==> config.mk <==
export PLATFORM = sky130hd
export DESIGN_NAME = dft_sweep_collect
export DESIGN_NICKNAME = d
export VERILOG_FILES = /design/src/rtl/dft_pkg.sv /design/src/rtl/dft_sweep_collect.sv
export SDC_FILE = /design/constraint.sdc
export NUM_CORES = 1
export LEC_CHECK = 0
export CORE_AREA = 2 2 71 141
export DETAILED_ROUTE_END_ITERATION = 8
export DIE_AREA = 0 0 73 143
export PLACE_DENSITY = 0.77
export REMOVE_ABC_BUFFERS = 1
export SLEW_MARGIN = 40
export SYNTH_ARGS = -nofsm -noshare
export SYNTH_HDL_FRONTEND = slang
export SYNTH_SLANG_ARGS = --single-unit
export TNS_END_PERCENT = 50
==> constraint.sdc <==
create_clock -name clk -period 2 [get_ports clk]
set_input_delay 0.4 -clock clk [delete_from_list [all_inputs] [get_ports clk]]
set_output_delay 0.4 -clock clk [all_outputs]
set_load 0.05 [all_outputs]
==> src/rtl/dft_pkg.sv <==
// Shared types and helpers for the DFT sweep sequencer.
package dft_pkg;

    typedef enum logic [1:0] {
        IDLE,
        RESTART,
        RUN,
        EMIT
    } sweep_state_t;

    // Index width for an N-point transform; never narrower than one bit.
    function automatic int idx_width(input int n);
        return (n <= 2) ? 1 : $clog2(n);
    endfunction

endpackage

==> src/rtl/dft_sweep_collect.sv <==
// Sequences the DFT core through every component index, captures each result
// and emits it as an indexed valid/ready stream; a watchdog catches a silent core.
module dft_sweep_collect
    import dft_pkg::*;
#(
    parameter int WIDTH   = 24,
    parameter int SAMPLES = 4,
    parameter int IDXW    = idx_width(SAMPLES),
    parameter int TIMEOUT = 256
) (
    input  logic                    clk,
    input  logic                    reset,
    input  logic                    start,
    input  logic                    abort,
    output logic                    busy,
    output logic                    done,
    output logic                    error,
    output logic                    core_reset,
    output logic [IDXW-1:0]         core_idx,
    input  logic                    core_ready,
    input  logic signed [WIDTH-1:0] core_real,
    input  logic signed [WIDTH-1:0] core_imag,
    output logic                    out_valid,
    input  logic                    out_ready,
    output logic [IDXW-1:0]         out_idx,
    output logic signed [WIDTH-1:0] out_real,
    output logic signed [WIDTH-1:0] out_imag,
    output logic                    out_last
);

    typedef logic signed [WIDTH-1:0] comp_t;

    localparam int CNTW = $clog2(TIMEOUT) + 1;
    localparam logic [IDXW-1:0] LAST_IDX = IDXW'(SAMPLES - 1);
    // Timeout fires on the edge where the counter would reach TIMEOUT-1.
    localparam logic [CNTW-1:0] CNT_LIMIT = CNTW'(TIMEOUT - 2);

    sweep_state_t    state, state_nxt;
    logic [IDXW-1:0] idx, idx_nxt;
    logic [CNTW-1:0] cnt, cnt_nxt;
    logic            done_nxt, error_nxt, valid_nxt, last_nxt;
    logic [IDXW-1:0] oidx_nxt;
    comp_t           re_nxt, im_nxt;

    always_ff @(posedge clk or negedge reset) begin
        if (!reset) begin
            state <= IDLE;
        end else begin
            state <= state_nxt;
        end
    end

    always_comb begin
        state_nxt = state;
        idx_nxt   = idx;
        cnt_nxt   = cnt;
        done_nxt  = 1'b0;
        error_nxt = error;
        valid_nxt = out_valid;
        oidx_nxt  = out_idx;
        re_nxt    = out_real;
        im_nxt    = out_imag;
        last_nxt  = out_last;

        if (abort) begin
            state_nxt = IDLE;
            valid_nxt = 1'b0;
        end else begin
            case (state)
                IDLE: begin
                    if (start) begin
                        idx_nxt   = '0;
                        error_nxt = 1'b0;
                        state_nxt = RESTART;
                    end
                end
                RESTART: begin
                    cnt_nxt   = '0;
                    state_nxt = RUN;
                end
                RUN: begin
                    cnt_nxt = cnt + CNTW'(1);
                    // A ready in the first RUN cycle may be left over from the previous component.
                    if (core_ready && (cnt != '0)) begin
                        re_nxt    = core_real;
                        im_nxt    = core_imag;
                        oidx_nxt  = idx;
                        last_nxt  = (idx == LAST_IDX);
                        valid_nxt = 1'b1;
                        state_nxt = EMIT;
                    end else if (cnt == CNT_LIMIT) begin
                        error_nxt = 1'b1;
                        done_nxt  = 1'b1;
                        state_nxt = IDLE;
                    end
                end
                EMIT: begin
                    if (out_valid && out_ready) begin
                        valid_nxt = 1'b0;
                        if (out_last) begin
                            done_nxt  = 1'b1;
                            state_nxt = IDLE;
                        end else begin
                            idx_nxt   = idx + IDXW'(1);
                            state_nxt = RESTART;
                        end
                    end
                end
                default: state_nxt = IDLE;
            endcase
        end
    end

    always_ff @(posedge clk or negedge reset) begin
        if (!reset) begin
            idx        <= '0;
            cnt        <= '0;
            busy       <= 1'b0;
            done       <= 1'b0;
            error      <= 1'b0;
            core_reset <= 1'b1;
            core_idx   <= '0;
            out_valid  <= 1'b0;
            out_idx    <= '0;
            out_real   <= '0;
            out_imag   <= '0;
            out_last   <= 1'b0;
        end else begin
            idx        <= idx_nxt;
            cnt        <= cnt_nxt;
            busy       <= (state_nxt != IDLE);
            done       <= done_nxt;
            error      <= error_nxt;
            // The core only runs while we are waiting on it; everywhere else it is held.
            core_reset <= (state_nxt != RUN);
            core_idx   <= idx_nxt;
            out_valid  <= valid_nxt;
            out_idx    <= oidx_nxt;
            out_real   <= re_nxt;
            out_imag   <= im_nxt;
            out_last   <= last_nxt;
        end
    end

endmodule
======== Word level (Yosys, flattened, before mapping) ========
Cells that the tools add are included.
storage, ports and cells
  register bits ........................... 69
  bits in latches ......................... 0
  bits in writable memories ............... 0
  bits in read-only memories .............. 0
  input bits .............................. 54
  output and inout port bits .............. 58
  memories kept ........................... 0
operators by class
  add/subtract/negate cells ............... 2
  multiply operators ...................... 0
  div/mod/pow operators ................... 0
  magnitude comparators ................... 0
  equal/unequal tests ..................... 13
  shifts and indexed selects .............. 0
  multiplexer cells ....................... 26
  bitwise gates (word level) .............. 1
  reductions and logical operators ........ 14
operators with widths
  kind                                           number
  one-hot mux 9 bit (2 select lines)             1
  2-to-1 mux 2 bit                               8
  2-to-1 mux 1 bit                               12
  inequality test 2 bit, second input constant   6
  AND reduction 5 bit                            2
  adder 9 x 1 -> 9 bit, second input constant    1
  == test 9 x 8 -> 1 bit, second input constant  1
  nonzero test 9 bit                             1
  one-hot mux 2 bit (4 select lines)             1
  nonzero test 2 bit                             4
  == test 2 bit, second input constant           3
  inequality test 3 bit, second input constant   2
  one-hot mux 1 bit (2 select lines)             3
  AND reduction 3 bit                            2
  one-hot mux 2 bit (2 select lines)             1
  nonzero test 3 bit                             1
  adder 2 x 1 -> 2 bit, second input constant    1
  == test 2 x 1 -> 1 bit, second input constant  1
  logical AND 1 bit                              2
  logical NOT 2 bit                              1
  AND reduction 2 bit                            1
  NOT 1 bit                                      1

======== Logic depth before layout (Yosys ltp) ========
  depth in word-level cells ............... 6
  mapped depth ............................ 8
  mapped depth without buffers ............ 6

======== Worst setup path before layout ========
OpenSTA, ideal clock, no wires.
  kind .................................... reg-to-reg
  start point ............................. register cnt[0]
  end point ............................... register out_idx[0]
  arrival ................................. 1.953 ns
  data required time ...................... 1.875 ns
  path slack .............................. -0.078 ns
  stages on the path, launching flop included .. 9
  path buffers ............................ 2
  clock period less this slack ............ 2.078 ns
  cell sequence ........................... dfrtp_1 inv_1 ha_1 or4b_1 o211ai_2 or2_1 buf_6 buf_12 mux2_4
between the ends
  longest elaborated chain between the ends .. 3
ends and longest elaborated chain
  what                                  RTL line                  RTL
  from (decl)                           dft_sweep_collect.sv:40   logic [CNTW-1:0] cnt, cnt_nxt;
  from (signal assigned)                dft_sweep_collect.sv:130  cnt <= cnt_nxt;
  nonzero test 9 bit                    dft_sweep_collect.sv:84   if (core_ready && (cnt != '0)) begin
  logical AND 1 bit                     dft_sweep_collect.sv:84
  AND reduction 3 bit (no source line)  --
  to (signal assigned)                  dft_sweep_collect.sv:138  out_idx <= oidx_nxt;
  to (decl)                             dft_sweep_collect.sv:25   output logic [IDXW-1:0] out_idx,
Every way passes these cells.
A chain may end at the register's enable or synchronous reset.

======== Worst setup path in the final report ========
  start point ............................. register cnt[1]
  end point ............................... register out_real[17]
between the ends
  longest elaborated chain between the ends .. 3
ends and longest elaborated chain
  what                                  RTL line                  RTL
  nonzero test 9 bit                    dft_sweep_collect.sv:84
  logical AND 1 bit                     dft_sweep_collect.sv:84
  AND reduction 3 bit (no source line)  --
  to (signal assigned)                  dft_sweep_collect.sv:139  out_real <= re_nxt;
  to (decl)                             dft_sweep_collect.sv:26   output logic signed [WIDTH-1:0] out_real,
Every way passes these cells.

==> metrics.cfg <==
[status]
status = finished with violations
failed_checks = setup timing

[cells_and_area]
antenna_cells = 0
syn_to_final_growth_pct = 51.1
drive_above_1_share_pct = 28.5
fin_util_pct = 51.8
fin_nets = 418

[clock_network]
htreeDepth = 3
cts_root_buffer = clkbuf_16
clk_pin_slew_ns = 0.05
clock_latency_ns = 0.32
cts_num_sinks = 69
numCtsBuffers = 9
cts-hold-fix-buffers = 0
cts_tree = yes
clockBufferDepth = 2

[floorplanning]
die_width_um = 73
num_rows = 50
io_pins = 112
die_h_um = 143
dieArea_sq_um = 10400
initial_core_util_pct = 34.3
core-area_sq_um = 9320

[critical_path]
cpPeakStageDelay_ns = 0.46
worst-path-max-fanout = 17
path_class = register to register
critPathRequiredTime_ns = 2.20
critPathTopFamily = simple AND/OR/NAND/NOR gates
worstPathArrival_ns = 2.26
cpMaxStageDelayCell = or4b_4
cp_cell_sequence = inv_1 -> ha_1 -> or4b_4 -> o211ai_2 -> or2_4 -> buf_12 -> mux2_4
cp-end-kind = register
reg2regPathDepth = 7
cp_num_cells = 7
path_buf_inv = 2
start_kind = register

[pwr]
p_per_area_nw_per_um2 = 1330
ir_worst_vdd_uv = 507
p_leak_nw = 2.36

[timing]
hold_viol = 0
maxClockFrequency_ghz = 0.486
post-route-period-util_pct = 103
maxSlewViolCount = 0
clock_skew_ns = 0.00687
fin_crit_ns = 2.06
setup_viol = 46
worst_slack_ns = -0.0584
rsz0062_at_grt = yes
relSlewSlack_pct = 62.5
hold_slack_ns = 0.0391
tightest_slew_ns = 0.560

[global_route]
grt_max_degree = 34
grt_pass1_vias = 2370
antenna_found_initial = 0
grt_pass1_wl_um = 11900
overflow = 0
track_usage_pct = 15.1

[drt]
vias = 2238
drtAntennaViolNets = 0
avgRoutedWirePerCell_um = 16.6
drt-initial-drc-count = 102
wirelength_um = 7720
routed_via_density = 4.81
drcViolationCount = 0
dr.pass1.iters = 4

[placed_design]
gp_congestion = 0.889
port_buffers = 111
dp_hpwl_um = 5910

[synthesis]
synth_edf_count = 0
synth_most_common_cell = dfrtp_1
synthCells = 219
synthFlopType = dfrtp_1
avgSynthCellArea_sq_um = 14.6
synth.largest_area_cell = dfrtp_1
ys_top_cells_by_area = dfrtp_1 (53%), mux2_4 (24%), buf_12 (3.1%)
netlist_area_sq_um = 3190
yosysWarnings = 0
synthTopCellsByCount = dfrtp_1 (68), mux2_4 (50)
ys_ff_latch = 69
yosysUniqueCellTypes = 40
yosysSeqAreaShare_pct = 54.1
synth_top_area_share_pct = 53.3
async_reset_ff_share_pct = 100

[job]
maxCapViolCount = 0

[worst_hold_path]
hp-class = primary input to asynchronous set/reset pin

## flip-flops by register name, summed over array words and instances (netlist names)
signal / flops
error: 1
idx: 2
out_idx: 2
out_last: 1
done: 1
busy: 1
core_reset: 1
out_valid: 1
out_real: 24
state: 2
cnt: 9
out_imag: 24
## worst register-to-register path, stage by stage, from the launching register on
cell and delay [ns]:
dfrtp_1 0.38, inv_1 0.08, ha_1 0.13, or4b_4 0.46, o211ai_2 0.17, or2_4 0.21, buf_12 0.20, mux2_4 0.33
## placed cells by master (no fill, tap or decap), types with 2 or more instances in the layout
cell	n
nand3_1	8
a21o_1	2
a31oi_1	3
nor2_1	8
nor3_1	2
clkdlybuf4s50_1	103
dfrtp_1	68
nand4_1	6
mux2_4	51
o21ai_0	6
buf_4	27
buf_12	3
clkbuf_1	3
nand2b_1	2
a21oi_1	2
xor2_1	5
nand2_1	8
inv_1	7
clkbuf_16	9
ha_1	8
clkbuf_8	2
nor2b_1	3
## power breakdown
| group | internal (mW) | switching, mW |
|---|---|---|
| registers | 1.75 | 0.207 |
| clock network | 1.03 | 0.545 |
| logic | 1.20 | 1.70 |
## stage by stage
step	TNS [ns]	cell area, sq um	instances	total power, mW	worst slack, ns
after floorplan	-78.74	3070	210	3.81	-1.64
after global placement	-1.69	4510	449	4.81	-0.0593
after detailed placement	-2.04	4510	449	4.86	-0.0675
after CTS	-1.81	4820	465	6.48	-0.0652
after global routing	-5.43	4830	465	6.68	-0.141
final	-1.47	4830	465	6.44	-0.0584
## worst paths after layout
kind	slack (ns)	to	startpoint
worst max-delay path	-0.06	out_real[17]	cnt[1]
worst min-delay path	0.04	out_real[12]	reset
worst max register to register	-0.06	out_real[17]	cnt[1]
worst min register to register	0.50	out_imag[21]	out_imag[21]
max in group asynchronous	1.28	core_reset	reset
min in group clk	0.50	out_imag[21]	out_imag[21]
## per-layer routing
metal  up-vias  GRT usage, %  routed length (um)
li1       1045             -                   -
met1      1113          15.2                2680
met2        63          27.6                4550
met3        17          3.74                 259
met4         0          7.89                 229
met5         -             0                   0
## what timing repair did
| item | 4_1_cts | 5_1_grt |
|---|---|---|
| pin swaps | 0 | 0 |
| buffers inserted | 0 | 0 |
| endpoints found under the setup margin | 51 | 52 |
| gates resized for setup | 4 | 1 |
| cloned | 0 | 0 |
| hold endpoints to repair | 0 | 0 |
## cell type report
cell class / instances / area (sq um)
repair buffers: 135 / 1310
inverters: 8 / 30.0
flip-flops and latches: 69 / 1730
multi-input cells: 133 / 1330
clock inverters: 2 / 35.0
clock buffers: 14 / 264
well taps: 104 / 130
fillers: 763 / 4500
## kinds of logic after synthesis
kind of cell	after synthesis	synth area share, %
flops	69	54.1
mux	51	23.9
simple gates	47	8.07
compound gates	22	4.66
buf+inv	17	4.78
fa+ha+maj	8	3.13
xor+xnor	5	1.37
No activity file was read; power rests on OpenSTA's default activity.
==> patch, RTL diff (same settings) <==
Change the parameter `TIMEOUT` from 256 to 512.
--- a/src/rtl/dft_sweep_collect.sv
+++ b/src/rtl/dft_sweep_collect.sv
@@ -6,7 +6,7 @@
     parameter int WIDTH   = 24,
     parameter int SAMPLES = 4,
     parameter int IDXW    = idx_width(SAMPLES),
-    parameter int TIMEOUT = 256
+    parameter int TIMEOUT = 512
 ) (
     input  logic                    clk,
     input  logic                    reset,
Check against the original RTL: same outputs for any inputs over 10 cycles, from zero or initial values and one cycle with reset low; that may be too few to reach the edited logic, so the function may still have changed.
==> patch against the unedited design <==
The run still ends with setup timing left; power up 20%; worst setup slack worse by 0.11 ns; design area increased by 2.7%; routed wire length grew 8.7%; synthesized area rose by 2.7%; sequential cell count rose by 1; non-clock buffer count increased by 4; highest routed layer unchanged.
==> patch: results <==
group,metric,value,unit
timing,maxSlewHeadroom,62.16,%
logic_synthesis,synthArstFlopShare,100.0,%
placement,dp.cells,457,
grt,grt_max_degree,71,
placement,pre_cts_slack,-0.2117,ns
grt,grt_pass1_vias,2522,
logic_synthesis,synthTopCellsByArea,"dfrtp_1 53%, mux2_4 23%, buf_12 3.1%",
logic_synthesis,ys_seq_area_share,53.43,%
grt,antenna_found_initial,0,
critical_path,crit_fanout,8,
finish,drive_above_1_share,28.42,%
power,power_leakage,2.244,nW
finish,diodes,0,
finish,fin_cells,477,
critical_path,cp.arrival,2.38,ns
power,switching_power,3.265,mW
power,power_clock,1.41,mW
outcome,status,"finished with violations",
finish,largestRegisters,"out_imag x24, out_real x24, cnt x10",
drt,drt_iter0_markers,69,
critical_path,timing.rr.start,"cnt[0]",
placement,dpl_cell_area,0.004609,mm2
logic_synthesis,synth-compound-area-share,6.674,%
logic_synthesis,synth.area.mux_share,23.87,%
clock_network,h-tree-depth,3,
grt,globalRouteMet2Util,30.06,%
grt,use_met1,15.65,%
drt,totalWireLength,8392,um
timing,setup_ws,-0.1678,ns
power,p_int,4.432,mW
critical_path,worst_r2r_path_depth,7,
grt,grtUsageMet3,2.752,%
timing,setup_violations,51,
timing,holdWs,0.08485,ns
critical_path,timing.rr.end,"out_imag[23]",
grt,grt_usage,16.44,%
logic_synthesis,yosys_most_used_dff,"dfrtp_1",
timing,skew,0.009003,ns
grt,grt_pass1_wl,12680,um
logic_synthesis,synth_top_cells_by_count,"69 x dfrtp_1, 50 x mux2_4, 9 x inv_1, 9 x nand2_1",
power,p_comb,4.06,mW
drt,wl_met1,2895,um
outcome,violations,"setup timing",
power,vdd_drop_max,554.2,uV
critical_path,critPathSlowestCell,"or4b_4",
drt,wl_met3,261,um
drt,vias,2365,
logic_synthesis,syn_inst,228,
finish,final_nets,429,
placement,place.gp.congestion,0.8465,
finish,fillers,790,
logic_synthesis,synthAdderAreaFrac,2.670,%
clock_network,clk_pin_slew,0.06,ns
clock_network,cts-buffers-inserted,9,
hold_path,hold_class,"in -> async",
timing,finalSetupTns,-7.549,ns
drt,wl_met2,4814,um
logic_synthesis,yosysUniqueCellTypes,43,
placement,dp_hpwl,6089,um
logic_synthesis,synth_xor_xnor_area_share,0.5339,%
patch: area by class of cell:
cell class	count	area (um2)	share of cell area (%)
flip-flops and latches	70	1753	35.36
repair buffers	139	1400	28.24
multi-input cells	139	1373	27.69
clock buffers	10	229.0	4.619
well taps	104	130.1	2.625
clock inverters	6	38.79	0.7824
inverters	9	33.78	0.6815
patch: worst max-delay path by stage:
stage / start / endpoint / slack [ns] / cells past startpoint
after floorplan: state[0] / out_real[18] / -0.92 / 5
after global placement: cnt[0] / out_real[0] / -0.17 / 7
after detailed placement: cnt[0] / out_imag[15] / -0.21 / 7
after CTS: cnt[0] / out_real[17] / -0.19 / 7
after global routing: cnt[0] / out_real[3] / -0.22 / 7
final: cnt[0] / out_imag[23] / -0.17 / 7
patch: timing repair:
item                       in CTS  in global routing
hold buffers                    0                  0
setup endpoints to repair      54                 57
buffers inserted                0                  1
resized for setup               4                  2
gates cloned                    1                  2
pin swaps                       0                  1
